`src/rtl/reg_file.sv`:
```
// 32 x 32-bit register file with two combinational read ports, one writeback port,
// write-through bypass and a hardwired-zero entry 0.
module reg_file (
    input  logic        clk,
    input  logic        rst,
    input  logic [4:0]  RA1,
    input  logic [4:0]  RA2,
    input  logic [4:0]  WA,
    input  logic        WE,
    input  logic [1:0]  wb_sel,
    input  logic [31:0] alu_out,
    input  logic [31:0] mem_data,
    input  logic [31:0] pc_plus4,
    output logic [31:0] R1D1,
    output logic [31:0] R2D2,
    output logic [31:0] wb_data
);

    typedef enum logic [1:0] {
        WB_ALU  = 2'b00,
        WB_MEM  = 2'b01,
        WB_PC   = 2'b10,
        WB_NONE = 2'b11
    } wb_sel_e;

    logic [31:0] regs_q [32];
    logic [31:0] regs_d [32];
    logic        wr_en;

    always_comb begin
        wb_data = '0;
        case (wb_sel_e'(wb_sel))
            WB_ALU:  wb_data = alu_out;
            WB_MEM:  wb_data = mem_data;
            WB_PC:   wb_data = pc_plus4;
            default: wb_data = '0;
        endcase
    end

    assign wr_en = WE && (WA != 5'd0) && (wb_sel_e'(wb_sel) != WB_NONE);

    // Entry 0 is forced to zero here so it can never capture a value.
    always_comb begin
        regs_d = regs_q;
        if (wr_en) begin
            regs_d[WA] = wb_data;
        end
        regs_d[0] = '0;
    end

    always_ff @(posedge clk or posedge rst) begin
        if (rst) begin
            for (int i = 0; i < 32; i++) begin
                regs_q[i] <= '0;
            end
        end else begin
            for (int i = 0; i < 32; i++) begin
                regs_q[i] <= regs_d[i];
            end
        end
    end

    // Reset and address 0 dominate the bypass so both ports always agree.
    always_comb begin
        R1D1 = regs_q[RA1];
        if (rst || (RA1 == 5'd0)) begin
            R1D1 = '0;
        end else if (wr_en && (WA == RA1)) begin
            R1D1 = wb_data;
        end
    end

    always_comb begin
        R2D2 = regs_q[RA2];
        if (rst || (RA2 == 5'd0)) begin
            R2D2 = '0;
        end else if (wr_en && (WA == RA2)) begin
            R2D2 = wb_data;
        end
    end

endmodule

```
`config.mk`:
```
export PLATFORM = sky130hd
export DESIGN_NAME = reg_file
export DESIGN_NICKNAME = d
export VERILOG_FILES = /design/src/rtl/reg_file.sv
export SDC_FILE = /design/constraint.sdc
export NUM_CORES = 2
export LEC_CHECK = 0
export CORE_ASPECT_RATIO = 0.7
export CORE_MARGIN = 2
export CORE_UTILIZATION = 54
export DETAILED_ROUTE_END_ITERATION = 10
export PLACE_DENSITY = 0.85
export SYNTH_ARGS = -nofsm -noshare
export SYNTH_HDL_FRONTEND = slang
export SYNTH_SLANG_ARGS = --single-unit
```
`constraint.sdc`:
```
create_clock -name clk -period 31.4 [get_ports clk]
set_clock_uncertainty 0.1 [all_clocks]
set_input_delay 3.14 -clock clk [delete_from_list [all_inputs] [get_ports clk]]
set_output_delay 3.14 -clock clk [all_outputs]
set_load 0.1 [all_outputs]
```
# Yosys cells after proc, flatten, opt, wreduce, memory -nomap -nowiden
# Cells that the tools add are included.
# W data, S select, Z words.
[totals]
register_bits = 992
mem_count = 0
rom_bits = 0
ramBits = 0
latch_bits = 0
inputBits = 116
[classes]
n_shift = 0
eq_ne = 5
mux = 14
mul = 0
add_sub_neg = 0
div_mod_pow = 0
reduce_logical = 11
n_lt_le_gt_ge = 4
n_bitwise = 3
[op_table]
columns = ["operator", "n"]
rows = [
  ["$bwmux W1024", 1],
  ["$bmux W32 S5", 2],
  ["$mux W32", 9],
  ["$demux W32 S5", 1],
  ["$pmux W32 S3", 1],
  ["$ge A6 B6 Y1 const B", 3],
  ["$not A5 Y6", 3],
  ["$eq A5 B5 Y1", 2],
  ["$logic_not A5 Y1", 2],
  ["$lt A6 B1 Y1 const B", 1],
  ["$logic_and A1 B1 Y1", 5],
  ["$reduce_bool A5 Y1", 1],
  ["$eq A2 B1 Y1 const B", 1],
  ["$eq A2 B2 Y1 const B", 1],
  ["$logic_not A2 Y1", 1],
  ["$logic_or A1 B1 Y1", 2],
  ["$ne A2 B2 Y1 const B", 1],
]

# Longest topological paths before layout
[logic_depth]
word_depth = 6
depth_mapped = 9

# Worst setup path after synthesis
# OpenSTA, ideal clock, no wires.
[synth_path]
kind = "input-to-output"
start = "input port rst"
end = "output port R2D2[31]"
t_arrival_ns = 28.202
t_required_ns = 28.160
slack_ns = -0.042
path_stages = 5
cell_sequence = "inv_1 o21ai_1 a31oi_1 o221ai_1 o32ai_1"
[synth_via]
elab_chain_len = 2
[synth_rtl]
columns = ["element", "line_no", "text"]
rows = [
  ["start: declaration", "5", "input logic rst,"],
  ["$logic_or A1 B1 Y1", "75", "if (rst || (RA2 == 5'd0)) begin"],
  ["$mux W32", "75", ""],
  ["end: declaration", "15", "output logic [31:0] R2D2,"],
]
# Every way passes these cells.

# Final worst setup path
# Same ends and word-level chain as after synthesis.

==> flow_summary.toml <==
[critical_path]
setup.reg_to_reg.worst_slack_ns = 30.47
crit_arrival_ns = 7.89
endpoint_kind = "primary output"
worst_r2r_path_depth = 2
r2r_end = "regs_q[819]"
worst_ep_required_time_ns = 28.16
timing.critical_path.fanout_max = 69
rr_startpoint = "regs_q[819]"
crit_type = "in -> out"
timing.critical_path.from_type = "input port"

[floorplan]
floorplan.io_pins = 212
std_cell_rows = 94
die_h_microns = 263
initial_utilization = 0.547
die_w_microns = 374
fp.dieArea_sq_um = 98300
core_area_sq_um = 94400

[synthesis]
number_of_flip_flops_and_latches_in_the_synthesized_netlist = 992
synth_top_area_frac = 0.480
postSynthNetCount = 4926
synthCells = 4810
ys_warn_count = 0
top_post_synthesis_cells_by_area = "dfrtp_1 (48%), mux4_2 (19%), o21ai_0 (8.1%)"
synth_ff_type = "dfrtp_1"
syn-mean-instance-area_sq_um = 10.7
synthArstFlopShare = 1.00
synth.cell_area_sq_um = 51700
netlist-cell-type-count = 55
synth-edff-count = 0
seq_area_frac_synth = 0.480
post-synth-top-area-cell = "dfrtp_1"

[worst_hold_path]
hold_path_startpoint = "regs_q[818]"
whs_endpoint = "regs_q[818]"
hold_class = "reg -> reg"
whs_path_depth = 2

[timing]
slew-limit-headroom = 0.186
fmax_ghz = 0.0898
timing.setup.tns_ns = 0
timing.final.ws_setup_ns = 20.27
unrepaired_setup_endpoints_after_global_routing = "no"
timing_worst_slew_pin_value_ns = 1.22
number_of_hold_violations_in_the_final_report = 0
timing.final.crit_share = 0.355
final_report_max_slew_violation_count = 0
setup_viol = 0
final_period_minus_worst_setup_slack_ns = 11.13
finalHoldWorstSlack_ns = 0.398

[finish]
commonest_cells_after_routing_fill_and_taps_aside = "dfrtp_1 (992), o21ai_0 (834), nand2_1 (745), mux4_2 (446), nor2_1 (325)"
ff_latch_area_sq_um = 24800
multi_input_comb_area_sq_um = 24900
layoutNonFillerInstCount = 6045
most_frequent_standard_cell_in_the_layout_excluding_fill_and_tap_cells = "dfrtp_1"
final_net_count = 4837
utilization = 0.609
layout_top_registers = "regs_q x992"
largest_register_ff_count = 992
stdcell_area_sq_um = 57500
proportion_of_layout_cells_with_a_drive_suffix_above_1 = 0.183
nFillCells = 6949
syn2layout_area_growth_pct = 11.2
regMostFlops = "regs_q"

[drt]
antenna_left = 0
finalWirelength_microns = 176000
total_iterations_of_the_first_detailed_routing_run = 9
via_per_inst = 7.21
vias = 43583
drtIter0Drc = 7354
route.detailed.drc = 0
wl_per_cell_microns = 29.2

[pwr]
pwr-share-seq = 0.463
powerDensity_nw_per_um2 = 63.0
power_switching_share = 0.312
p_comb_frac = 0.219
p_int_mw = 2.49
p_sw_mw = 1.13
p_leak_nw = 24.0
p_total_mw = 3.62
clockPowerShare = 0.317
peak_vdd_ir_mv = 0.0427

[run]
drv.max_cap_violation_count = 0

[clock_network]
cts.htree.levels = 3
cts.reportedPaths.clkPinSlew_ns = 0.06
post-cts-setup-buffers = 0
postCtsResizedCells = 0
clock_path_buffers = 3
clock_insertion_delay_worst_skew_ns = 0.67
hold_buffers = 0
cts_root_buffer = "clkbuf_16"
clock_sinks = 992
cts_made_buffers = 93
cts_tree = "built"

[global_routing]
grt_first_pass_wirelength_microns = 266000
antenna_found_initial = 7
grt_pass1_vias = 43564
grt_max_degree = 189
groute.usage.overall = 0.357
grt-ovfl-total = 0

[placement]
placedCellCount = 5874
detailedPlacementHpwl_microns = 95500
placement.io_buffers = 211
place_congestion = 0.839
dpl_worst_slack_ns = 20.35
placed_area_sq_um = 54400

[outcome]
outcome = "completed"
-- synth_stat cells, drive strengths merged, types with 4 or more instances --
| library cell | count |
|---|---|
| a21oi | 290 |
| a221oi | 62 |
| a22oi | 125 |
| and2 | 4 |
| buf | 151 |
| clkbuf | 360 |
| dfrtp | 992 |
| inv | 34 |
| mux2 | 63 |
| mux2i | 38 |
| mux4 | 446 |
| nand2 | 758 |
| nand2b | 6 |
| nand3 | 71 |
| nand3b | 7 |
| nand4 | 64 |
| nor2 | 335 |
| nor2b | 41 |
| nor3 | 6 |
| o21ai | 861 |
| o22a | 61 |
| xor2 | 10 |
-- worst max-delay path: stages --
cell	delay (ns)
clkdlybuf4s50_1	0.44
clkinvlp_4	0.36
buf_4	0.77
o21ai_1	0.28
a31oi_4	0.22
buf_4	0.63
o221ai_1	0.25
o32ai_1	0.52
clkdlybuf4s50_1	1.24
-- final cells by class --
type                    instances  share of cell area
diodes                          5            0.000218
repair buffers                327              0.0520
clock inverters                33             0.00549
well taps                    1248              0.0272
multi-input cells            3272               0.433
clock buffers                 133              0.0475
inverters                      35             0.00235
flip-flops and latches        992               0.432
-- kinds of logic (layout without fill, tap and decap cells) --
kind of cell,after synthesis,count (layout),synth area share
flip-flops,992,992,0.480
AND/OR/NAND/NOR,1300,1300,0.104
AO/OA/AOI/OAI,1415,1415,0.153
other,0,5,0
buffers and inverters,546,528,0.0455
XOR/XNOR,10,10,0.00169
multiplexers,547,547,0.215
-- power groups by stage --
stage | registers (mW) | clock network [mW] | logic [mW]
6_report | 1.68 | 1.15 | 0.794
5_1_grt | 1.70 | 1.20 | 0.853
4_1_cts | 1.66 | 1.14 | 0.783
3_5_place_dp | 1.68 | 0 | 0.775
3_3_place_gp | 1.66 | 0 | 0.739
2_1_floorplan | 1.63 | 0 | 0.600
-- worst max-delay path by stage --
stage / slack [ns] / cells past startpoint / startpoint / end
4_1_cts: 20.35 / 9 / rst / R2D2[31]
2_1_floorplan: 8.39 / 6 / rst / R1D1[0]
5_1_grt: 20.07 / 9 / RA1[0] / R1D1[20]
3_5_place_dp: 20.35 / 9 / RA2[0] / R2D2[21]
3_3_place_gp: 20.42 / 9 / rst / R2D2[31]
6_report: 20.27 / 9 / rst / R2D2[31]
-- per-layer routing --
metal	wire, microns	track usage	up-vias	part of all wire
li1	-	-	17322	-
met4	11600	0.199	2	0.066
met3	29300	0.154	927	0.17
met2	74100	0.501	3985	0.42
met1	61000	0.466	21347	0.35
met5	318	0.0227	-	0.0018
No activity file was read; power rests on OpenSTA's default activity.
